$ cat src/rtl/uart_tx_serializer.sv
// UART transmit serializer: frames a parallel word as start, LSB-first data, optional parity and
// stop bits, timing each bit from a 16x oversample tick and gating the baud generator.
module uart_tx_serializer #(
    parameter int unsigned DATA_BITS  = 8,
    parameter int unsigned SB_TICKS   = 16,
    parameter int unsigned PARITY_EN  = 0,
    parameter int unsigned PARITY_ODD = 0
) (
    input  logic                 clk,
    input  logic                 rst,
    input  logic                 s_tick,
    input  logic                 tx_start,
    input  logic [DATA_BITS-1:0] din,
    output logic                 tx,
    output logic                 tx_busy,
    output logic                 tx_done_tick,
    output logic                 baud_en
);

    localparam int unsigned BitCntW = (DATA_BITS > 1) ? $clog2(DATA_BITS) : 1;
    localparam logic [BitCntW-1:0] BitLast = BitCntW'(DATA_BITS - 1);
    localparam logic [4:0] TickLast = 5'd15;
    localparam logic [4:0] StopLast = 5'(SB_TICKS - 1);
    localparam logic ParOdd = (PARITY_ODD != 0);
    localparam logic ParEn  = (PARITY_EN != 0);

    localparam logic [2:0] StIdle   = 3'd0;
    localparam logic [2:0] StStart  = 3'd1;
    localparam logic [2:0] StData   = 3'd2;
    localparam logic [2:0] StParity = 3'd3;
    localparam logic [2:0] StStop   = 3'd4;

    if (DATA_BITS < 5 || DATA_BITS > 9) begin : gen_bad_data_bits
        $error("uart_tx_serializer: DATA_BITS must be 5..9");
    end
    if (SB_TICKS < 1 || SB_TICKS > 32) begin : gen_bad_sb_ticks
        $error("uart_tx_serializer: SB_TICKS must fit the 5-bit tick counter");
    end

    logic [2:0]           state_q, state_d;
    logic [4:0]           tick_cnt_q, tick_cnt_d;
    logic [BitCntW-1:0]   bit_cnt_q, bit_cnt_d;
    logic [DATA_BITS-1:0] shreg_q, shreg_d;
    logic                 par_q, par_d;
    logic                 tx_q, tx_d;
    logic                 done_q, done_d;

    always_comb begin
        state_d    = state_q;
        tick_cnt_d = tick_cnt_q;
        bit_cnt_d  = bit_cnt_q;
        shreg_d    = shreg_q;
        par_d      = par_q;
        done_d     = 1'b0;

        case (state_q)
            StIdle: begin
                if (tx_start) begin
                    shreg_d    = din;
                    par_d      = (^din) ^ ParOdd;
                    tick_cnt_d = 5'd0;
                    state_d    = StStart;
                end
            end
            StStart: begin
                if (s_tick) begin
                    if (tick_cnt_q == TickLast) begin
                        tick_cnt_d = 5'd0;
                        bit_cnt_d  = '0;
                        state_d    = StData;
                    end else begin
                        tick_cnt_d = tick_cnt_q + 5'd1;
                    end
                end
            end
            StData: begin
                if (s_tick) begin
                    if (tick_cnt_q == TickLast) begin
                        tick_cnt_d = 5'd0;
                        shreg_d    = shreg_q >> 1;
                        if (bit_cnt_q == BitLast) begin
                            state_d = ParEn ? StParity : StStop;
                        end else begin
                            bit_cnt_d = bit_cnt_q + BitCntW'(1);
                        end
                    end else begin
                        tick_cnt_d = tick_cnt_q + 5'd1;
                    end
                end
            end
            StParity: begin
                if (s_tick) begin
                    if (tick_cnt_q == TickLast) begin
                        tick_cnt_d = 5'd0;
                        state_d    = StStop;
                    end else begin
                        tick_cnt_d = tick_cnt_q + 5'd1;
                    end
                end
            end
            StStop: begin
                if (s_tick) begin
                    if (tick_cnt_q == StopLast) begin
                        tick_cnt_d = 5'd0;
                        state_d    = StIdle;
                        done_d     = 1'b1;
                    end else begin
                        tick_cnt_d = tick_cnt_q + 5'd1;
                    end
                end
            end
            default: begin
                state_d    = StIdle;
                tick_cnt_d = 5'd0;
            end
        endcase
    end

    // Line level is decoded from the next state so tx is a plain flop with no output glitches.
    always_comb begin
        tx_d = 1'b1;
        case (state_d)
            StStart:  tx_d = 1'b0;
            StData:   tx_d = shreg_d[0];
            StParity: tx_d = par_d;
            default:  tx_d = 1'b1;
        endcase
    end

    always_ff @(posedge clk) begin
        if (rst) begin
            state_q    <= StIdle;
            tick_cnt_q <= 5'd0;
            bit_cnt_q  <= '0;
            shreg_q    <= '0;
            par_q      <= 1'b0;
            tx_q       <= 1'b1;
            done_q     <= 1'b0;
        end else begin
            state_q    <= state_d;
            tick_cnt_q <= tick_cnt_d;
            bit_cnt_q  <= bit_cnt_d;
            shreg_q    <= shreg_d;
            par_q      <= par_d;
            tx_q       <= tx_d;
            done_q     <= done_d;
        end
    end

    assign tx           = tx_q;
    assign tx_done_tick = done_q;
    assign tx_busy      = (state_q != StIdle);
    assign baud_en      = tx_busy;

endmodule

$ cat config.mk
export PLATFORM = sky130hd
export DESIGN_NAME = uart_tx_serializer
export DESIGN_NICKNAME = d
export VERILOG_FILES = /design/src/rtl/uart_tx_serializer.sv
export SDC_FILE = /design/constraint.sdc
export NUM_CORES = 1
export LEC_CHECK = 0
export CORE_AREA = 8 8 59 61
export DETAILED_ROUTE_END_ITERATION = 8
export DIE_AREA = 0 0 67 69
export GPL_ROUTABILITY_DRIVEN = 0
export HOLD_SLACK_MARGIN = 0.08
export MAX_ROUTING_LAYER = met4
export PLACE_DENSITY_LB_ADDON = 0.25
export SLEW_MARGIN = 30
export SYNTH_ARGS = -nofsm -noshare
export SYNTH_HDL_FRONTEND = slang
export SYNTH_SLANG_ARGS = --single-unit
$ cat constraint.sdc
create_clock -name clk -period 1.6 [get_ports clk]
set_clock_uncertainty 0.05 [all_clocks]
set_input_delay 0.32 -clock clk [delete_from_list [all_inputs] [get_ports clk]]
set_output_delay 0.32 -clock clk [all_outputs]
set_load 0.005 [all_outputs]
Word level (Yosys, flattened, before mapping)
Cells that the tools add are included.

storage, ports and cells
  flip-flop bits (word level) = 22
  latch bits = 0
  RAM bits = 0
  ROM bits = 0
  output and inout bits = 4
  memories = 0

cells by class
  add/sub/neg operators = 2
  $mul = 0
  divide/modulo/power cells = 0
  $lt $le $gt $ge = 0
  eq/ne operators = 16
  shift-type cells = 0
  muxes and demuxes = 29
  bitwise gates (word level) = 2
  reduce and logical (&&, ||, !) cells = 10

operator list
  operator                                                                count
  3-bit 2-to-1 mux                                                        15
  8-bit 2-to-1 mux                                                        3
  8-bit case mux with 2 select lines                                      1
  5-bit 2-to-1 mux                                                        3
  3-bit case mux with 5 select lines                                      1
  3-bit by 2-bit equality test with 1-bit output (second input constant)  4
  2-bit != test (second input constant)                                   6
  5-bit case mux with 2 select lines                                      1
  8-bit parity                                                            1
  3-bit by 1-bit equality test with 1-bit output (second input constant)  2
  3-bit equality test (second input constant)                             2
  3-bit case mux with 2 select lines                                      1
  6-bit AND reduction                                                     1
  5-bit by 1-bit adder with 5-bit output (second input constant)          1
  5-bit by 4-bit equality test with 1-bit output (second input constant)  1
  4-bit AND reduction                                                     1
  2-bit nonzero test                                                      2
  4-bit OR reduction                                                      1
  3-bit by 1-bit adder with 3-bit output (second input constant)          1
  3-bit logical NOT                                                       1
  1-bit 2-to-1 mux                                                        3
  1-bit case mux with 3 select lines                                      1
  3-bit nonzero test                                                      1
  3-bit OR reduction                                                      1
  other kinds (3)                                                         4

Longest topological paths before layout
Gate-level depths: netlist of run 1.

  depth after elaboration = 7
  depth in mapped cells = 7
  gate-level depth less buffers = 7

Worst setup path after synthesis of run 1
No wires, ideal clock.

  path kind = reg-to-reg
  start = reg tick_cnt_q[0]
  end = reg bit_cnt_q[0]
  library setup time = 0.128 ns
  arrival time = 1.421 ns
  required time = 1.422 ns
  slack = 0.001 ns
  cell stages (with the launch flop) = 7
  buffers on the path = 0
  cell sequence = dfxtp_1 > ha_1 > and3_1 > nand2_1 > nor3_2 > mux2i_1 > nor2_1

on the way
  cells in the longest elaborated chain, start to end = 3
  elaborated cells on any way between the ends = 4
  those cells by class = 3 x eq/ne; 1 x reduce/logical

ends and longest elaborated chain
  what                                              RTL line  text
  from (decl)                                       41        logic [4:0] tick_cnt_q, tick_cnt_d;
  from (signal assigned)                            141       tick_cnt_q <= tick_cnt_d;
  5-bit by 4-bit equality test with 1-bit output *  67, 78
  2-bit != test (no source line)                    --
  6-bit AND reduction (no source line) *            --
  to (signal assigned)                              142       bit_cnt_q <= bit_cnt_d;
  to (decl)                                         42        logic [BitCntW-1:0] bit_cnt_q, bit_cnt_d;

Mark *: on every way between the ends. The rest lies on a longest branch, timed or not.
A chain may end at the register's enable or synchronous reset.

Worst setup path in the final report of run 1
  start = reg state_q[2]
  end = reg tx_q (netlist: tx)

on the way
  cells in the longest elaborated chain, start to end = 6
  elaborated cells on any way between the ends = 22
  those cells by class = 7 x eq/ne; 14 x mux; 1 x reduce/logical

ends and longest elaborated chain
  what                                                                                                                     RTL line  text
  from (decl)                                                                                                              40        logic [2:0] state_q, state_d;
  from (signal assigned)                                                                                                   132       state_q <= StIdle;
  from (signal assigned)                                                                                                   140       state_q <= state_d;
  3-bit 2-to-1 mux                                                                                                         81        if (bit_cnt_q == BitLast) begin
  3-bit 2-to-1 mux                                                                                                         78        if (tick_cnt_q == TickLast) begin
  3-bit 2-to-1 mux                                                                                                         77        if (s_tick) begin
  3-bit case mux with 5 select lines                                                                                       56        case (state_q)
  3-bit by 2-bit equality test with 1-bit output / 3-bit by 1-bit equality test with 1-bit output (equally long branches)  122       case (state_d)
  1-bit case mux with 3 select lines *                                                                                     122
  to (signal assigned)                                                                                                     145       tx_q <= tx_d;
  to (decl)                                                                                                                45        logic tx_q, tx_d;

Marks and branches as above.

==> impl_metrics.json, run 1 <==
{
  "hold_viol": 0,
  "cts_tree": "done",
  "yosys_warnings": 0,
  "p_total_mw": 1.272,
  "grt_pass1_wl_um": 4857,
  "post-route-period-util_pct": 101.1,
  "antenna_found_initial": 0,
  "cp.arrival_ns": 1.83,
  "ir_drop_mv": 0.6042,
  "die_y_um": 69,
  "cp_slowest_cell": "or3b_4",
  "grt_use_total_pct": 13.22,
  "layout.nets": 187,
  "max_freq_ghz": 0.6185,
  "drive_gt1_share_pct": 45.61,
  "worst_pin_slew_ns": 0.3355,
  "clk_latency_ns": 0.31,
  "cts_root_buf": "clkbuf_4",
  "clock_power_share_pct": 33.6,
  "setup_viol": 2,
  "rows": 19,
  "p_int_uw": 965.0,
  "synth-seq-cells": 22,
  "fp.coreArea_um2": 2615,
  "max_stage_delay_ns": 0.39,
  "syn_avg_cell_area_um2": 9.069,
  "fin_crit_ns": 1.617,
  "pre_cts_ws_ns": -0.3702,
  "postCtsHoldBufs": 0,
  "syn_area_um2": 1170,
  "crit_start": "state_q[2]$_SDFF_PP0_",
  "drv_cap": 0,
  "powerDensity_nw_per_um2": 716.0,
  "dr.pass1.iters": 4,
  "violations": "setup timing",
  "wl_um": 3007,
  "max_slew_margin_pct": 77.50,
  "vias": 1109,
  "cts.sinks": 22,
  "syn2layout_area_growth_pct": 51.87,
  "numPortBuffers": 15,
  "outcome": "finished, violations left",
  "place_area_um2": 1491,
  "p_sw_share_pct": 24.15,
  "io_pins": 16,
  "syn_nets": 144,
  "synth_cell_types": 40,
  "vias_per_cell": 5.490,
  "numCtsBuffers": 3,
  "final_max_slew_viol_count": 0,
  "grt_pass1_vias": 1111,
  "ys_seq_area_share_pct": 37.65,
  "final_area_um2": 1777,
  "r2r_cells": 6,
  "nFillCells": 201,
  "rsz0062_at_grt": "true",
  "ant_nets": 0,
  "crit_path_end_kind": "flop",
  "hp-class": "flop to flop",
  "seqPwrFrac_pct": 46.1,
  "r2r_end": "tx$_SDFF_PP1_",
  "die_width_um": 67,
  "clk_pin_slew_ns": 0.13,
  "combPwrFrac_pct": 20.2,
  "drt_iter0_drc": 50,
  "p_leak_nw": 0.6580,
  "cp.required_ns": 1.81,
  "drcViolationCount": 0,
  "grt_overflow": 0,
  "crit_end": "tx$_SDFF_PP1_",
  "n_antenna_cell": 0,
  "final_util_pct": 67.94,
  "crit_type": "flop to flop",
  "r2r-start": "state_q[2]$_SDFF_PP0_",
  "crit_chain": "buf_6 -> or3b_4 -> nor3_4 -> a221oi_2 -> and2_1 -> o21ai_2",
  "worst_slack_ns": -0.01681,
  "initial_core_util_pct": 44.74,
  "startpoint_type": "flop",
  "wl_per_cell_um": 14.89,
  "clockBufferDepth": 2,
  "cts-htree-levels": 1,
  "worstPathMaxFanout": 5,
  "grt_start_max_net_pins": 14,
  "reg2reg_slack_ns": -0.02,
  "fin_setup_tns_ns": -0.01688,
  "power.switching_uw": 307.2,
  "dieArea_um2": 4623,
  "postSynthCellCount": 129,
  "hpwl_um": 2039
}
-- power groups by stage --
stage	Sequential [mW]	Combinational [mW]	Clock, mW
global placement	0.597	0.218	0
global route	0.590	0.280	0.455
detailed placement	0.598	0.221	0
finish	0.587	0.257	0.428
CTS	0.586	0.227	0.439
floorplan	0.593	0.125	0
-- placed cells by master, fill, tap and decap left out, types with 3 or more instances in the layout --
| cell type | count |
|---|---|
| clkdlybuf4s50_1 | 12 |
| buf_6 | 3 |
| nor3_2 | 3 |
| clkbuf_4 | 3 |
| nand2_1 | 9 |
| nor2_1 | 8 |
| buf_4 | 27 |
| dfxtp_1 | 15 |
| nand4b_1 | 3 |
| dfxtp_2 | 5 |
| ha_4 | 3 |
| nand3_1 | 3 |
| a21oi_1 | 12 |
| a22oi_2 | 6 |
| buf_2 | 3 |
| xnor2_1 | 8 |
| nand2b_1 | 4 |
-- synthesized netlist by cell type (all sizes together) --
| cell type | n | share of area [%] |
|---|---|---|
| dfxtp | 22 | 38 |
| a21oi | 13 | 5.6 |
| nand2 | 10 | 3.2 |
| nor2 | 10 | 3.2 |
| xnor2 | 9 | 6.7 |
| a22oi | 7 | 4.5 |
| buf | 5 | 3.1 |
| nand2b | 5 | 2.7 |
| nand3 | 5 | 2.1 |
| nor3 | 5 | 3.5 |
| clkbuf | 3 | 0.96 |
| ha | 3 | 3.2 |
| nand4b | 3 | 2.2 |
| o31ai | 3 | 2.4 |
| a211oi | 2 | 1.3 |
| a221oi | 2 | 2.0 |
| and2 | 2 | 1.1 |
| mux2i | 2 | 1.7 |
| nor2b | 2 | 1.1 |
| nor3b | 2 | 1.3 |
| a21bo | 1 | 0.86 |
| a21o | 1 | 0.64 |
| a31oi | 1 | 1.1 |
| and3 | 1 | 0.54 |
| inv | 1 | 0.32 |
| nand4 | 1 | 0.54 |
| nor4b | 1 | 1.3 |
| o21ai | 1 | 0.75 |
| o21ba | 1 | 0.86 |
| o21bai | 1 | 0.64 |
| o311ai | 1 | 0.75 |
| or3 | 1 | 0.54 |
| or3b | 1 | 0.96 |
| xor2 | 1 | 0.75 |
-- cell families after synthesis --
logic type / synth area share, %
multiplexers: 1.711
adder cells (fa/ha/maj): 3.209
XOR/XNOR: 7.487
AO/OA/AOI/OAI: 21.28
flip-flops: 37.65
buffers and inverters: 4.384
AND/OR/NAND/NOR: 24.28
-- worst min path at each step --
stage | slack, ns | start | depth (start not counted) | endpoint
global route | 0.44 | shreg_q[3]$_SDFFE_PP0P_ | 2 | shreg_q[3]$_SDFFE_PP0P_
global placement | 0.40 | shreg_q[2]$_SDFFE_PP0P_ | 2 | shreg_q[2]$_SDFFE_PP0P_
floorplan | 0.35 | rst | 1 | state_q[1]$_SDFF_PP0_
finish | 0.42 | shreg_q[2]$_SDFFE_PP0P_ | 2 | shreg_q[2]$_SDFFE_PP0P_
detailed placement | 0.40 | shreg_q[2]$_SDFFE_PP0P_ | 2 | shreg_q[2]$_SDFFE_PP0P_
CTS | 0.42 | shreg_q[2]$_SDFFE_PP0P_ | 2 | shreg_q[2]$_SDFFE_PP0P_
-- metrics by stage --
stage	instances	hold slack, ns
after CTS	198	0.4156
after global routing	202	0.4412
final	202	0.4243
after global placement	191	0.3957
after floorplan	129	0.3503
after detailed placement	191	0.3983
-- critical path, delay by kind of cell, from the launching register on --
family | cells | cell delay [ns]
AO/OA/AOI/OAI | 2 | 0.22
buffers and inverters | 1 | 0.13
flip-flops | 1 | 0.36
AND/OR/NAND/NOR | 3 | 0.80
-- flip-flops by register name, indices dropped and copies added, names as in the netlist --
name and count:
tx 1, state_q 3, shreg_q 8, tick_cnt_q 5, par_q 1, bit_cnt_q 3, tx_done_tick 1
-- layout make-up --
| cell class | count | area [µm²] | share of cell area (%) |
|---|---|---|---|
| Clock inverter | 1 | 30.03 | 1.690 |
| Sequential cell | 22 | 454.2 | 25.56 |
| Clock buffer | 3 | 22.52 | 1.268 |
| Inverter | 1 | 3.754 | 0.2113 |
| Timing Repair Buffer | 46 | 380.4 | 21.41 |
| Tap cell | 31 | 38.79 | 2.183 |
| Multi-Input combinational cell | 98 | 847.1 | 47.68 |
-- metal layers --
layer	global-route usage, %	vias to the layer above	part of all wire (%)
met5	-	-	0
met4	4.186	0	1.1
met3	3.393	4	4.3
met2	20.96	21	50
met1	15.75	533	45
li1	-	551	-
-- repair_timing --
item,4_1_cts,5_1_grt
pin swaps,7,6
resized for setup,25,27
setup endpoints to repair,17,18
setup buffers,3,4
No activity file was read; power rests on OpenSTA's default activity.
==> inputs of run 2 (changes only) <==
- CORE_AREA: 8 8 59 61 -> 8 8 47 77
- DIE_AREA: 0 0 67 69 -> 0 0 55 85
==> run 2 against run 1 <==
The flow now finishes without violations. Utilization down 0.32 points. Final cell count up 1.5%. Total power down 2.1%. Combinational power up 2%. Hold slack worse by 0.012 ns. Sequential power down 0.7%. Fmax up 1.9%. Critical path type unchanged. Count of clock-buffer cells in the layout up 1. Register-to-register slack better by 0.03 ns. Critical endpoint is now tick_cnt_q[3]$_SDFFE_PP0P_. Non-clock buffer count up 7.
==> impl_metrics.json, run 2 (same netlist as run 1, synthesis figures left out) <==
{
  "hold_depth": 2,
  "clk_pin_slew_ns": 0.08,
  "drive_gt1_share_pct": 41.01,
  "seqPwrFrac_pct": 46.8,
  "final_common_cell": "buf_4",
  "antenna_found_initial": 0,
  "powerDensity_nw_per_um2": 701.0,
  "hpwl_um": 2283,
  "p_int_uw": 934.9,
  "p_leak_nw": 0.6963,
  "combPwrFrac_pct": 21.1,
  "cts.sinks": 22,
  "grt_overflow": 0,
  "grt_pass1_wl_um": 5147,
  "cts_root_buf": "clkbuf_8",
  "clk_latency_ns": 0.26,
  "rows": 25,
  "initial_core_util_pct": 44.52,
  "io_pins": 16,
  "crit_chain": "buf_4 -> o21ba_4 -> o31ai_4 -> nand4_1 -> xor2_1 -> nor2_1",
  "max_freq_ghz": 0.6303,
  "wl_per_cell_um": 15.76,
  "r2r_cells": 6,
  "syn2layout_area_growth_pct": 51.87,
  "fin_crit_ns": 1.586,
  "n_antenna_cell": 0,
  "grt.met3_usage_pct": 2.627,
  "numPortBuffers": 15,
  "p_total_mw": 1.245,
  "layout_common_cells": "buf_4 (37), dfxtp_1 (15), a21oi_1 (13), clkdlybuf4s50_1 (11), nand2_1 (10)",
  "gr-usage-met2_pct": 24.87,
  "max_slew_margin_pct": 76.00,
  "busiest_layer": "met2",
  "ir_drop_mv": 0.8068,
  "worstPathMaxFanout": 8,
  "final_max_slew_viol_count": 0,
  "fin_setup_tns_ns": 0,
  "die_width_um": 55,
  "drt_iter0_drc": 19,
  "crit_path_end_kind": "flop",
  "final_util_pct": 67.62,
  "grt_pass1_vias": 1184,
  "hold_viol": 0,
  "p_sw_share_pct": 24.94,
  "layout.nets": 194,
  "dr.pass1.iters": 6,
  "crit_type": "flop to flop",
  "worst_pin_slew_ns": 0.3556,
  "top_regs": "shreg_q: 8 flops, tick_cnt_q: 5 flops",
  "grt.met1_usage_pct": 15.31,
  "grt_start_max_net_pins": 13,
  "largest_reg_flops": 8,
  "r2r-start": "state_q[1]$_SDFF_PP0_",
  "hp-class": "flop to flop",
  "fp.coreArea_um2": 2628,
  "vias_per_cell": 5.580,
  "power.switching_uw": 310.6,
  "r2r_end": "tick_cnt_q[3]$_SDFFE_PP0P_",
  "min_to": "shreg_q[4]$_SDFFE_PP0P_",
  "hold_ws_ns": 0.4123,
  "grt_use_total_pct": 14.41,
  "dieArea_um2": 4675,
  "ant_nets": 0,
  "cp.arrival_ns": 1.70,
  "outcome": "finished, final reports clean",
  "rsz0062_at_grt": "true",
  "cp.required_ns": 1.71,
  "startpoint_type": "flop",
  "cts_tree": "done",
  "cp_slowest_cell": "dfxtp_4",
  "clockBufferDepth": 2,
  "vias": 1144,
  "drv_cap": 0,
  "reg2reg_slack_ns": 0.01,
  "clock_power_share_pct": 32.0,
  "die_y_um": 85,
  "setup_viol": 0,
  "drcViolationCount": 0,
  "numCtsBuffers": 3,
  "post-route-period-util_pct": 99.15,
  "regMostFlops": "shreg_q",
  "max_stage_delay_ns": 0.38,
  "min_from": "shreg_q[4]$_SDFFE_PP0P_",
  "wl_um": 3231,
  "cts-htree-levels": 1
}
[run 2: cell count changes in the layout (fill, tap and decap cells not counted), sizes merged]
cell,before,now
buf,33,40
bufinv,1,0
clkbuf,3,4
clkdlybuf4s50,12,11
dlymetal6s2s,0,1
[run 2: power groups by stage]
stage | registers [mW] | clock network [mW] | logic [mW]
2_1_floorplan | 0.593 | 0 | 0.125
3_3_place_gp | 0.598 | 0 | 0.224
3_5_place_dp | 0.598 | 0 | 0.228
4_1_cts | 0.586 | 0.405 | 0.246
5_1_grt | 0.587 | 0.430 | 0.285
6_report | 0.583 | 0.399 | 0.263
[run 2: worst max-delay path, delay by kind of cell, from the launching register on]
family                    cells  cell delay, ns
AOI/OAI and AO/OA             2            0.52
DFF                           1            0.38
and+or+nand+nor               2            0.20
buffers and inverters         1            0.17
xor gates and xnor gates      1            0.17
[run 2: timing repair]
item | CTS | global route
hold buffers | 0 | 0
endpoints found under the setup margin | 19 | 15
gates resized for setup | 33 | 9
buffers inserted | 5 | 4
pin swaps | 3 | 7
[run 2: routing by layer]
| metal | up-vias | routed length [µm] |
|---|---|---|
| met5 | - | 0 |
| met2 | 24 | 1811 |
| li1 | 565 | - |
| met4 | 0 | 53 |
| met1 | 548 | 1262 |
| met3 | 7 | 104 |
[run 2: area by class of cell]
class / count / area [µm²]
inverter: 1 / 3.754
clock buffer: 4 / 55.05
multi-input combinational: 98 / 797.0
fill: 218 / 850.8
sequential: 22 / 456.7
timing repair buffer: 53 / 430.4
tap: 27 / 33.78
[run 2: through the flow]
stage / cells / area, µm² / worst slack [ns]
5_1_grt: 205 / 1777 / -0.08215
3_5_place_dp: 192 / 1524 / -0.3854
4_1_cts: 201 / 1714 / 0.003469
2_1_floorplan: 129 / 1170 / 0.001015
6_report: 205 / 1777 / 0.01355
3_3_place_gp: 192 / 1524 / -0.3484
[run 2: worst max path at each step]
stage | slack (ns) | start | to
after floorplan | 0.001 | tick_cnt_q[0]$_SDFFE_PP0P_ | bit_cnt_q[0]$_SDFFE_PP0P_
after global placement | -0.35 | tx_start | tx$_SDFF_PP1_
after detailed placement | -0.39 | s_tick | bit_cnt_q[0]$_SDFFE_PP0P_
after CTS | 0.003 | bit_cnt_q[1]$_SDFFE_PP0P_ | bit_cnt_q[0]$_SDFFE_PP0P_
after global routing | -0.08 | state_q[2]$_SDFF_PP0_ | tx$_SDFF_PP1_
final | 0.01 | state_q[1]$_SDFF_PP0_ | tick_cnt_q[3]$_SDFFE_PP0P_
==> inputs of run 3 (changes only) <==
==> constraint.sdc (replaced) <==
create_clock -name clk -period 1.6 [get_ports clk]
set_clock_uncertainty 0.05 [all_clocks]
set_input_delay 0.16 -clock clk [delete_from_list [all_inputs] [get_ports clk]]
set_output_delay 0.16 -clock clk [all_outputs]
set_load 0.005 [all_outputs]
==> run 3 against run 2 <==
Cell area fell by 1.7%. Hold slack got worse by 0.10 ns. Count of clock-buffer cells in the layout fell by 1. Fmax rose by 1.9%. Die area did not move. Total power rose by 8.6%. Sequential share of layout area rose by 0.37 points. Clock power rose by 29%. Flip-flop and latch count did not move. Highest routed layer unchanged.
==> impl_metrics.json, run 3 (same netlist as run 1, synthesis figures left out) <==
{
  "multiInputGateArea_um2": 795.8,
  "cts_tree": "done",
  "die_width_um": 55,
  "clock_power_share_pct": 38.0,
  "drv_cap": 0,
  "hp-class": "primary input to flop",
  "outcome": "finished, final reports clean",
  "crit_path_end_kind": "flop",
  "grt_start_max_net_pins": 14,
  "max_slew_margin_pct": 77.24,
  "worstPathMaxFanout": 8,
  "worst_pin_slew_ns": 0.3388,
  "final_area_um2": 1747,
  "syn2layout_area_growth_pct": 49.31,
  "grt_use_total_pct": 14.22,
  "cp.required_ns": 1.74,
  "crit_chain": "or3b_4 -> nor3_4 -> buf_4 -> a22oi_1 -> a21oi_1",
  "grt_pass1_wl_um": 5016,
  "antenna_found_initial": 0,
  "numPortBuffers": 15,
  "post-route-period-util_pct": 97.33,
  "regMostFlops": "shreg_q",
  "cts_root_buf": "clkbuf_8",
  "drive_gt1_share_pct": 38.95,
  "ant_nets": 0,
  "clk_latency_ns": 0.26,
  "postCtsHoldBufs": 0,
  "ir_drop_mv": 0.5856,
  "top_regs": "shreg_q: 8 flops, tick_cnt_q: 5 flops",
  "final_max_slew_viol_count": 0,
  "die_y_um": 85,
  "final_util_pct": 66.48,
  "grt_pass1_vias": 1177,
  "cp.arrival_ns": 1.70,
  "place_area_um2": 1494,
  "rsz0062_at_grt": "true",
  "vias_per_cell": 5.663,
  "p_leak_nw": 0.6642,
  "largest_reg_flops": 8,
  "fin_crit_ns": 1.557,
  "dieArea_um2": 4675,
  "drt_iter0_drc": 8,
  "combPwrFrac_pct": 18.7,
  "max_stage_delay_ns": 0.44,
  "max_freq_ghz": 0.6422,
  "grt.met3_usage_pct": 1.751,
  "gr-usage-met2_pct": 24.66,
  "layout_common_cells": "buf_4 (31), dfxtp_1 (16), a21oi_1 (13), clkdlybuf4s50_1 (12), nand2_1 (10)",
  "cp_slowest_cell": "or3b_4",
  "hold_viol": 0,
  "register_area_um2": 455.4,
  "seqPwrFrac_pct": 43.2,
  "nFillCells": 225,
  "rows": 25,
  "fin_setup_tns_ns": 0,
  "numCtsBuffers": 3,
  "cts-htree-levels": 1,
  "vias": 1127,
  "final_common_cell": "buf_4",
  "cts.sinks": 22,
  "grt_overflow": 0,
  "power.switching_uw": 310.0,
  "wl_per_cell_um": 16.08,
  "grt.met1_usage_pct": 14.55,
  "powerDensity_nw_per_um2": 774.2,
  "p_sw_share_pct": 22.92,
  "wl_um": 3199,
  "clockBufferDepth": 2,
  "layout.nets": 188,
  "busiest_layer": "met2",
  "r2r_cells": 5,
  "n_antenna_cell": 0,
  "p_total_mw": 1.352,
  "io_pins": 16,
  "drcViolationCount": 0,
  "initial_core_util_pct": 44.52,
  "p_int_mw": 1.042,
  "clk_pin_slew_ns": 0.08,
  "startpoint_type": "flop",
  "hpwl_um": 2225,
  "hold_depth": 4,
  "crit_type": "flop to flop",
  "hold_ws_ns": 0.3121,
  "setup_viol": 0,
  "dr.pass1.iters": 4,
  "fp.coreArea_um2": 2628
}
## run 3: path summary, 6_finish.rpt
| path | startpoint | endpoint | slack [ns] |
|---|---|---|---|
| worst max-delay path | state_q[2]$_SDFF_PP0_ | shreg_q[3]$_SDFFE_PP0P_ | 0.04 |
| worst min-delay path | s_tick | tick_cnt_q[4]$_SDFFE_PP0P_ | 0.31 |
| worst max register to register | state_q[2]$_SDFF_PP0_ | shreg_q[3]$_SDFFE_PP0P_ | 0.04 |
| worst min register to register | shreg_q[2]$_SDFFE_PP0P_ | shreg_q[2]$_SDFFE_PP0P_ | 0.41 |
## run 3: area by class of cell
type	count	share of cell area [%]
multi-input cells	98	45.56
flip-flops and latches	22	26.07
repair buffers	47	22.13
clock buffers	3	2.364
well taps	27	1.934
clock inverters	1	1.719
inverters	1	0.2149
## run 3: metal layers
layer	part of all wire (%)	wire, µm
met5	0	0
met4	2.9	93
met3	2.6	84
met2	55	1762
met1	39	1258
## run 3: through the flow
step	setup slack (ns)	std cells
after floorplan	0.001015	129
after global placement	-0.1996	188
after detailed placement	-0.2096	188
after CTS	-0.0005133	194
after global routing	-0.02848	199
final	0.04279	199
## run 3: worst max-delay path: cells and delay by family, from the launching register on
kind	cells	cell delay, ns
DFF	1	0.40
AOI/OAI and AO/OA	2	0.20
buffers and inverters	1	0.17
and+or+nand+nor	2	0.67
## run 3: timing repair
action                                 CTS  global route
resized for setup                       21            19
cloned                                   0             0
pin swaps                                2            10
buffers inserted                         2             5
setup endpoints to repair               17            17
endpoints found under the hold margin    0             0
## run 3: power by group through the flow
stage,clock network [mW],logic (mW),registers (mW)
2_1_floorplan,0,0.125,0.593
4_1_cts,0.526,0.225,0.588
3_5_place_dp,0,0.220,0.600
5_1_grt,0.545,0.274,0.587
6_report,0.514,0.253,0.585
3_3_place_gp,0,0.215,0.599
